### src/rtl/binop_pkg.sv
// Shared types and helpers for the sequential binary-operator ALU.
// Exports op_t (opcode encoding), state_t (control FSM states), wide_t
// (scratch width for intermediate results) and sat_trunc (clamp to N bits).
package binop_pkg;

  typedef enum logic [2:0] {
    OP_ADD, OP_SUB, OP_MUL, OP_DIV, OP_MOD, OP_XOR, OP_SHL, OP_SHR
  } op_t;

  typedef enum logic [1:0] {ST_IDLE, ST_DIV, ST_DONE} state_t;

  // Intermediate results are formed at this width, then cut down to NOUT.
  // It covers a 2*NW product for operands up to 32 bits wide.
  localparam int RW = 64;
  typedef logic [RW-1:0] wide_t;

  // Clamp value to the largest number representable in nout bits.
  function automatic wide_t sat_trunc(input wide_t value, input int nout);
    wide_t lim;
    if (nout >= RW) lim = '1;
    else            lim = (wide_t'(1) << nout) - wide_t'(1);
    return (value > lim) ? lim : value;
  endfunction

endpackage

### src/rtl/binop_seq_alu_if.sv
// Operand/result handshake bundle for binop_seq_alu.
// Request side: in_valid/in_ready, op, a, b.
// Response side: out_valid/out_ready, xout, div0. slave = ALU view, master = producer/consumer view.
interface binop_seq_alu_if
  import binop_pkg::*;
#(
  parameter int NA   = 8,
  parameter int NB   = 16,
  parameter int NOUT = 16
);
  logic            in_valid;
  logic            in_ready;
  op_t             op;
  logic [NA-1:0]   a;
  logic [NB-1:0]   b;
  logic            out_valid;
  logic            out_ready;
  logic [NOUT-1:0] xout;
  logic            div0;

  modport master (
    output in_valid, op, a, b, out_ready,
    input  in_ready, out_valid, xout, div0
  );

  modport slave (
    input  in_valid, op, a, b, out_ready,
    output in_ready, out_valid, xout, div0
  );
endinterface

### src/rtl/binop_divider.sv
// Iterative restoring divider, one quotient bit per cycle, NW cycles per operation.
// Ports: start/dividend/divisor in; busy, done (results valid), quot, rem out.
// The first bit is produced on the start edge itself. A zero divisor yields all-ones quotient, remainder = dividend.
module binop_divider #(
  parameter int NW = 16
) (
  input  logic          clk,
  input  logic          rst_n,
  input  logic          start,
  input  logic [NW-1:0] dividend,
  input  logic [NW-1:0] divisor,
  output logic          busy,
  output logic          done,
  output logic [NW-1:0] quot,
  output logic [NW-1:0] rem
);
  localparam int CW = $clog2(NW) + 1;

  logic [NW-1:0] rem_q, quot_q, dsr_q;
  logic [CW-1:0] cnt_q;
  logic          busy_q;

  logic [NW-1:0] src_rem, src_quot, src_dsr, nxt_rem, nxt_quot;
  logic [NW:0]   partial, trial;
  logic          fits, step;

  // On the start edge the step works straight from the incoming operands,
  // so only NW-1 further steps are needed after it.
  always_comb begin
    src_rem  = start ? '0       : rem_q;
    src_quot = start ? dividend : quot_q;
    src_dsr  = start ? divisor  : dsr_q;
    partial  = {src_rem, src_quot[NW-1]};
    trial    = partial - {1'b0, src_dsr};
    fits     = !trial[NW];
    nxt_rem  = fits ? trial[NW-1:0] : partial[NW-1:0];
    nxt_quot = {src_quot[NW-2:0], fits};
  end

  assign step = start || (busy_q && (cnt_q != '0));

  always_ff @(posedge clk or negedge rst_n) begin
    if (!rst_n) begin
      rem_q  <= '0;
      quot_q <= '0;
      dsr_q  <= '0;
      cnt_q  <= '0;
      busy_q <= 1'b0;
    end else begin
      if (step) begin
        rem_q  <= nxt_rem;
        quot_q <= nxt_quot;
      end
      if (start) begin
        dsr_q  <= divisor;
        cnt_q  <= CW'(NW - 1);
        busy_q <= 1'b1;
      end else if (busy_q && (cnt_q != '0)) begin
        cnt_q  <= cnt_q - 1'b1;
      end else if (busy_q) begin
        busy_q <= 1'b0;
      end
    end
  end

  assign busy = busy_q;
  assign done = busy_q && (cnt_q == '0);
  assign quot = quot_q;
  assign rem  = rem_q;
endmodule

### src/rtl/binop_seq_alu.sv
// Clocked unsigned ALU: ADD/SUB/MUL/XOR/SHL/SHR in one cycle, DIV/MOD via iterative divider (NW+1 cycles).
// Ports: clk, rst_n (async active-low); bus.slave carries in_valid/in_ready/op/a/b and out_valid/out_ready/xout/div0.
// Result held until out_ready; a new op is accepted in the same cycle as the result drains. Macro BINOP_SAT_EN: saturate ADD/SUB/MUL.
module binop_seq_alu
  import binop_pkg::*;
#(
  parameter int NA   = 8,
  parameter int NB   = 16,
  parameter int NOUT = 16
) (
  input  logic           clk,
  input  logic           rst_n,
  binop_seq_alu_if.slave bus
);
  localparam int    NW       = (NA > NB) ? NA : NB;
  localparam int    SW       = $clog2(NW) + 1;
  localparam wide_t NW_MASK  = (wide_t'(1) << NW) - wide_t'(1);
  localparam wide_t NW1_MASK = (wide_t'(1) << (NW + 1)) - wide_t'(1);

  state_t          state, state_d;
  op_t             op_q;
  logic            bz_q;
  logic            div0_q, div0_d;
  logic [NOUT-1:0] xout_q, xout_d, op_xout, div_res;
  logic [NW-1:0]   a_ext, b_ext, quot, rem;
  wide_t           aw, bw, op_res;
  logic            accept, start, div_busy, div_done;

  assign a_ext = NW'(bus.a);
  assign b_ext = NW'(bus.b);
  assign aw    = wide_t'(a_ext);
  assign bw    = wide_t'(b_ext);

  // The divider busy term is redundant with the DIV state; it keeps a new
  // division from ever restarting a divider that has not yet drained.
  assign bus.in_ready = ((state == ST_IDLE) || (state == ST_DONE && bus.out_ready)) && !div_busy;
  assign accept       = bus.in_valid && bus.in_ready;
  assign start        = accept && (bus.op == OP_DIV || bus.op == OP_MOD);

  binop_divider #(.NW(NW)) u_div (
    .clk      (clk),
    .rst_n    (rst_n),
    .start    (start),
    .dividend (a_ext),
    .divisor  (b_ext),
    .busy     (div_busy),
    .done     (div_done),
    .quot     (quot),
    .rem      (rem)
  );

  // Single-cycle operations, evaluated on the accepting edge.
  always_comb begin
    op_res = '0;
    case (bus.op)
      OP_ADD:  op_res = aw + bw;
      OP_SUB:  op_res = (aw - bw) & NW1_MASK;
      OP_MUL:  op_res = aw * bw;
      OP_XOR:  op_res = aw ^ bw;
      OP_SHL:  op_res = (bw >= wide_t'(NW)) ? '0 : ((aw << b_ext[SW-1:0]) & NW_MASK);
      OP_SHR:  op_res = (bw >= wide_t'(NW)) ? '0 : (aw >> b_ext[SW-1:0]);
      default: op_res = '0;
    endcase
`ifdef BINOP_SAT_EN
    if (bus.op == OP_ADD || bus.op == OP_MUL) op_res = sat_trunc(op_res, NOUT);
    if (bus.op == OP_SUB) op_res = (bw > aw) ? '0 : sat_trunc(aw - bw, NOUT);
`endif
    op_xout = NOUT'(op_res);
  end

  always_comb begin
    div_res = NOUT'(rem);
    if (op_q == OP_DIV) div_res = bz_q ? '1 : NOUT'(quot);
  end

  always_comb begin
    state_d = state;
    xout_d  = xout_q;
    div0_d  = div0_q;
    case (state)
      ST_IDLE: ;
      ST_DIV: begin
        if (div_done) begin
          state_d = ST_DONE;
          xout_d  = div_res;
          div0_d  = bz_q;
        end
      end
      ST_DONE: if (bus.out_ready) state_d = ST_IDLE;
      default: state_d = ST_IDLE;
    endcase
    // An accept in DONE overrides the drain to IDLE.
    if (accept) begin
      if (start) begin
        state_d = ST_DIV;
      end else begin
        state_d = ST_DONE;
        xout_d  = op_xout;
        div0_d  = 1'b0;
      end
    end
  end

  always_ff @(posedge clk or negedge rst_n) begin
    if (!rst_n) begin
      state  <= ST_IDLE;
      xout_q <= '0;
      div0_q <= 1'b0;
      op_q   <= OP_ADD;
      bz_q   <= 1'b0;
    end else begin
      state  <= state_d;
      xout_q <= xout_d;
      div0_q <= div0_d;
      if (start) begin
        op_q <= bus.op;
        bz_q <= (b_ext == '0);
      end
    end
  end

  assign bus.out_valid = (state == ST_DONE);
  assign bus.xout      = xout_q;
  assign bus.div0      = div0_q;
endmodule

### src/flat_wrapper.sv
// flat-port wrapper written by rule: the top's interface ports become plain ports
module binop_seq_alu_flat import binop_pkg::*;
#(
  parameter int NA   = 8,
  parameter int NB   = 16,
  parameter int NOUT = 16
)
  (clk, rst_n, bus_in_valid, bus_op, bus_a, bus_b, bus_out_ready, bus_in_ready, bus_out_valid, bus_xout, bus_div0);
  binop_seq_alu_if #(.NA(NA), .NB(NB), .NOUT(NOUT)) bus_i ();
  input  logic clk;
  input  logic rst_n;
  input wire logic [$bits(bus_i.in_valid)-1:0] bus_in_valid;
  input wire logic [$bits(bus_i.op)-1:0] bus_op;
  input wire logic [$bits(bus_i.a)-1:0] bus_a;
  input wire logic [$bits(bus_i.b)-1:0] bus_b;
  input wire logic [$bits(bus_i.out_ready)-1:0] bus_out_ready;
  output wire logic [$bits(bus_i.in_ready)-1:0] bus_in_ready;
  output wire logic [$bits(bus_i.out_valid)-1:0] bus_out_valid;
  output wire logic [$bits(bus_i.xout)-1:0] bus_xout;
  output wire logic [$bits(bus_i.div0)-1:0] bus_div0;
  assign bus_i.in_valid = bus_in_valid;
  assign bus_i.op = bus_op;
  assign bus_i.a = bus_a;
  assign bus_i.b = bus_b;
  assign bus_i.out_ready = bus_out_ready;
  assign bus_in_ready = bus_i.in_ready;
  assign bus_out_valid = bus_i.out_valid;
  assign bus_xout = bus_i.xout;
  assign bus_div0 = bus_i.div0;
  binop_seq_alu #(.NA(NA), .NB(NB), .NOUT(NOUT)) u_core (.clk(clk), .rst_n(rst_n), .bus(bus_i));
endmodule
### config.mk
export PLATFORM = sky130hd
export DESIGN_NAME = binop_seq_alu_flat
export DESIGN_NICKNAME = d
export VERILOG_FILES = /design/src/rtl/binop_pkg.sv /design/src/rtl/binop_seq_alu_if.sv /design/src/rtl/binop_divider.sv /design/src/rtl/binop_seq_alu.sv /design/src/flat_wrapper.sv
export SDC_FILE = /design/constraint.sdc
export NUM_CORES = 1
export LEC_CHECK = 0
export CAP_MARGIN = 0
export CELL_PAD_IN_SITES_DETAIL_PLACEMENT = 0
export CELL_PAD_IN_SITES_GLOBAL_PLACEMENT = 2
export CORE_MARGIN = 5
export CORE_UTILIZATION = 30
export CTS_BUF_LIST = sky130_fd_sc_hd__clkbuf_8
export DETAILED_ROUTE_END_ITERATION = 12
export DONT_BUFFER_PORTS = 1
export PLACE_DENSITY = 0.71
export SLEW_MARGIN = 10
export SYNTH_ARGS = -nofsm -noshare
export SYNTH_HDL_FRONTEND = slang
export SYNTH_SLANG_ARGS = --single-unit
export TNS_END_PERCENT = 5
### constraint.sdc
create_clock -name clk -period 5.7 [get_ports clk]
set_input_delay 1.14 -clock clk [delete_from_list [all_inputs] [get_ports clk]]
set_output_delay 1.14 -clock clk [all_outputs]
set_load 0.005 [all_outputs]
==> results.py <==
metrics = {
    "run_status": {
        "outcome": "completed",
    },
    "sta": {
        "finalCritPeriodShare_pct": 84.9,
        "max_freq_ghz": 0.207,
        "setup_violations": 0,
        "worst_hold_slack_ns": 0.439,
        "tightest_slew_ns": 1.02,
        "finalSetupTns_ns": 0,
        "fin_crit_ns": 4.84,
        "fin_skew_ns": 0.0153,
        "setup_ws_ns": 0.859,
        "finalHoldViolCount": 0,
        "slew_headroom_pct": 31.7,
        "rsz0062_at_grt": "no",
        "slew_violations": 0,
    },
    "global_route": {
        "grt_max_degree": 78,
        "grt_pass1_wl_um": 52300,
        "overflow": 0,
        "grt_use_total_pct": 18.8,
        "grt_antenna_before_repair": 1,
        "first_global_vias": 8395,
    },
    "pwr": {
        "seq_power_share_pct": 22.9,
        "irDropWorstVdd_v": 0.000252,
        "pwr-share-clk_pct": 10.7,
        "power_density_nw_per_um2": 452,
        "netSwitchingFraction_pct": 47.9,
        "p_comb_share_pct": 66.4,
        "switchingPower_mw": 2.18,
        "p_int_mw": 2.38,
        "total_leakage_power_nw": 4.51,
    },
    "detailed_routing": {
        "viasPerCell": 5.52,
        "ant_nets": 0,
        "dr_total_vias": 8443,
        "drc": 0,
        "avgRoutedWirePerCell_um": 21.9,
        "wl_um": 33400,
        "drtPass1Iterations": 5,
        "drt_iter0_drc": 755,
    },
    "clock_network": {
        "post_cts_buffers": 0,
        "root_buffer": "clkbuf_8",
        "insertion_delay_ns": 0.38,
        "hold_buffers": 0,
        "path_clk_slew_ns": 0.09,
        "htree_levels": 3,
        "numCtsBuffers": 9,
        "cts.sinks": 77,
        "tritoncts": "done",
        "clk_path_buf_depth": 2,
        "ctsResizeCount": 0,
    },
    "synth": {
        "syn_inst": 1166,
        "synth_area_leaders": "dfrtp_1 20%, fa_1 13%, ha_1 7.9%, and2_1 5.3%, inv_1 4.2%",
        "synthSimpleGateAreaFrac_pct": 23.0,
        "synthAdderAreaFrac_pct": 21.0,
        "synth_ff_type": "dfrtp_1",
        "syn-num-nets": 1319,
        "synth_edf_count": 0,
        "yosysTopAreaCell": "dfrtp_1",
        "yosys.area_share.xor_xnor_pct": 4.49,
        "yosysUniqueCellTypes": 75,
        "async_reset_ff_share_pct": 100,
        "synth_area_per_cell_sq_um": 8.13,
        "synth_compound_area_share_pct": 20.6,
        "ys_ff_latch": 77,
        "synthMuxAreaShare_pct": 3.21,
        "synth.top_cell.area_share_pct": 20.3,
        "syn-cell-area_sq_um": 9480,
        "yosys_warnings": 0,
        "yosysSeqAreaShare_pct": 20.3,
        "synth_top_family_by_area": "simple AND/OR/NAND/NOR gates",
    },
    "die": {
        "ios": 50,
        "initial_core_util_pct": 30.2,
        "die_h_um": 188,
        "die_area_sq_um": 35200,
        "std_cell_rows": 65,
        "core_area_sq_um": 31400,
        "die_w_um": 188,
    },
    "finish": {
        "antennaDiodeCount": 0,
        "area_growth_syn_to_layout_pct": 6.38,
        "drive_gt1_share_pct": 5.05,
        "multi_input_area_sq_um": 6860,
        "fill_cells": 3358,
        "fin_util_pct": 32.1,
        "regArea_sq_um": 1930,
        "finalNetCount": 1276,
    },
    "setup_path": {
        "worstPathRequired_ns": 5.97,
        "crit_type": "in2reg",
        "cp-start-kind": "input port",
        "regToRegStartpoint": "u_core.u_div.busy",
        "cp_max_fo": 28,
        "cp-end-kind": "register",
        "cp_data_arrival_time_ns": 5.12,
        "critPathLaunch": "bus_b[0]",
    },
    "min_path": {
        "hp-class": "in2async",
    },
    "job": {
        "maxCapViolCount": 0,
    },
    "place": {
        "post-place-ws_ns": 0.449,
        "place_congestion": 0.864,
        "hpwl_um": 25000,
        "portBuffers": 0,
    },
}
-- state kept, by name, summed over array words and instances, names as in the netlist, 2 cells and up --
name / flops
u_core.u_div.quot: 16
u_core.u_div.rem: 16
u_core.state: 2
u_core.op_q: 3
u_core.u_div.cnt_q: 5
u_core.bus.xout: 16
u_core.u_div.dsr_q: 16
-- critical path: stages --
cell and delay, ns:
nand2_1 0.13, fa_1 0.48, fa_1 0.55, inv_1 0.05, fa_1 0.53, inv_1 0.06
fa_1 0.54, inv_1 0.04, ha_1 0.32, o21ai_0 0.14, o21ai_0 0.26, nand3_1 0.17
a31oi_1 0.20, xnor2_1 0.14, nor2_1 0.06, o31a_1 0.30
-- routing by layer --
| layer | routed length [um] | vias to the layer above | global-route usage, % | share of wire [%] |
|---|---|---|---|---|
| li1 | - | 3979 | - | - |
| met1 | 15600 | 4186 | 26.3 | 47 |
| met2 | 15300 | 219 | 29.9 | 46 |
| met3 | 1570 | 57 | 3.05 | 4.7 |
| met4 | 930 | 2 | 5.76 | 2.8 |
| met5 | 13 | - | 0 | 0.039 |
-- placed cells by master (no fill, tap or decap), types with 6 or more instances in the layout --
cell type	synthesis	final
o31ai_1	8	8
fa_1	62	62
dfrtp_1	77	77
a22oi_1	9	9
nor3_1	53	53
nand3_1	18	18
ha_1	60	60
and2_1	80	80
a221o_1	14	14
a21o_1	10	10
clkbuf_8	0	10
and3_1	21	21
a21oi_1	63	63
nand2_1	97	97
nor2_1	84	83
mux2i_1	18	18
or3_1	9	9
nor3b_1	6	6
mux2_2	8	8
a32oi_1	6	6
a22o_1	8	8
o21ai_0	43	43
buf_4	0	21
nand2b_1	12	12
o21a_1	13	13
o21ai_1	10	10
nor4_1	9	9
xor2_1	14	14
a31oi_1	11	11
a211oi_1	17	17
inv_1	107	108
nand3b_1	6	6
xnor2_1	32	32
o211ai_1	13	13
nor2b_1	11	11
-- path summary, 6_finish.rpt --
path	end	slack [ns]	depth (start not counted)
min in group clk	u_core.u_div.dsr_q[4]	0.49	2
worst max-delay path	u_core.bus.xout[15]	0.86	16
worst max register to register	u_core.u_div.rem[1]	1.61	15
max in group asynchronous	u_core.u_div.dsr_q[8]	5.09	0
worst min register to register	u_core.u_div.dsr_q[4]	0.49	2
worst min-delay path	u_core.bus.xout[0]	0.44	0
-- power groups by stage --
stage | clock [mW] | sequential [mW] | combinational (mW)
finish | 0.489 | 1.05 | 3.03
global route | 0.522 | 1.07 | 3.44
CTS | 0.502 | 1.04 | 3.05
detailed placement | 0 | 1.05 | 3.03
global placement | 0 | 1.06 | 3.03
floorplan | 0 | 0.929 | 2.37
-- metrics by stage --
step / cell area [sq um] / total power [mW] / instances
after detailed placement: 9850 / 4.08 / 1514
after global placement: 9850 / 4.09 / 1514
after CTS: 10100 / 4.60 / 1530
after global routing: 10100 / 5.04 / 1530
final: 10100 / 4.56 / 1530
after floorplan: 9480 / 3.30 / 1166
-- synthesized netlist by cell type (9+ instances only) --
cell and n:
a211oi_1 17, a221o_1 14, a21oi_1 63, o21ai_0 43, nor2b_1 11, nor4_1 9, a21o_1 10, o211ai_1 13
fa_1 62, a22oi_1 9, or3_1 9, nand3_1 18, inv_1 107, dfrtp_1 77, nand2_1 97, o21a_1 13
nor3_1 53, nor2_1 84, and2_1 80, nand2b_1 12, ha_1 60, a31oi_1 11, xor2_1 14, mux2i_1 18
o21ai_1 10, and3_1 21, xnor2_1 32, clkbuf_1 67
-- layout make-up --
cell class | count | area share [%]
Clock buffer | 10 | 1.37
Clock inverter | 6 | 0.869
Inverter | 109 | 4.06
Multi-Input combinational cell | 905 | 68.0
Sequential cell | 77 | 19.1
Tap cell | 402 | 4.99
Timing Repair Buffer | 21 | 1.56
-- cells by family (layout without fill, tap and decap cells) --
logic type | Yosys count | after routing
and+or+nand+nor | 427 | 427
adders and majority gates | 122 | 122
DFF | 77 | 77
muxes | 28 | 28
buffers and inverters | 184 | 146
AOI/OAI and AO/OA | 281 | 281
xor gates and xnor gates | 47 | 47
(Power assumes the default switching activity.)
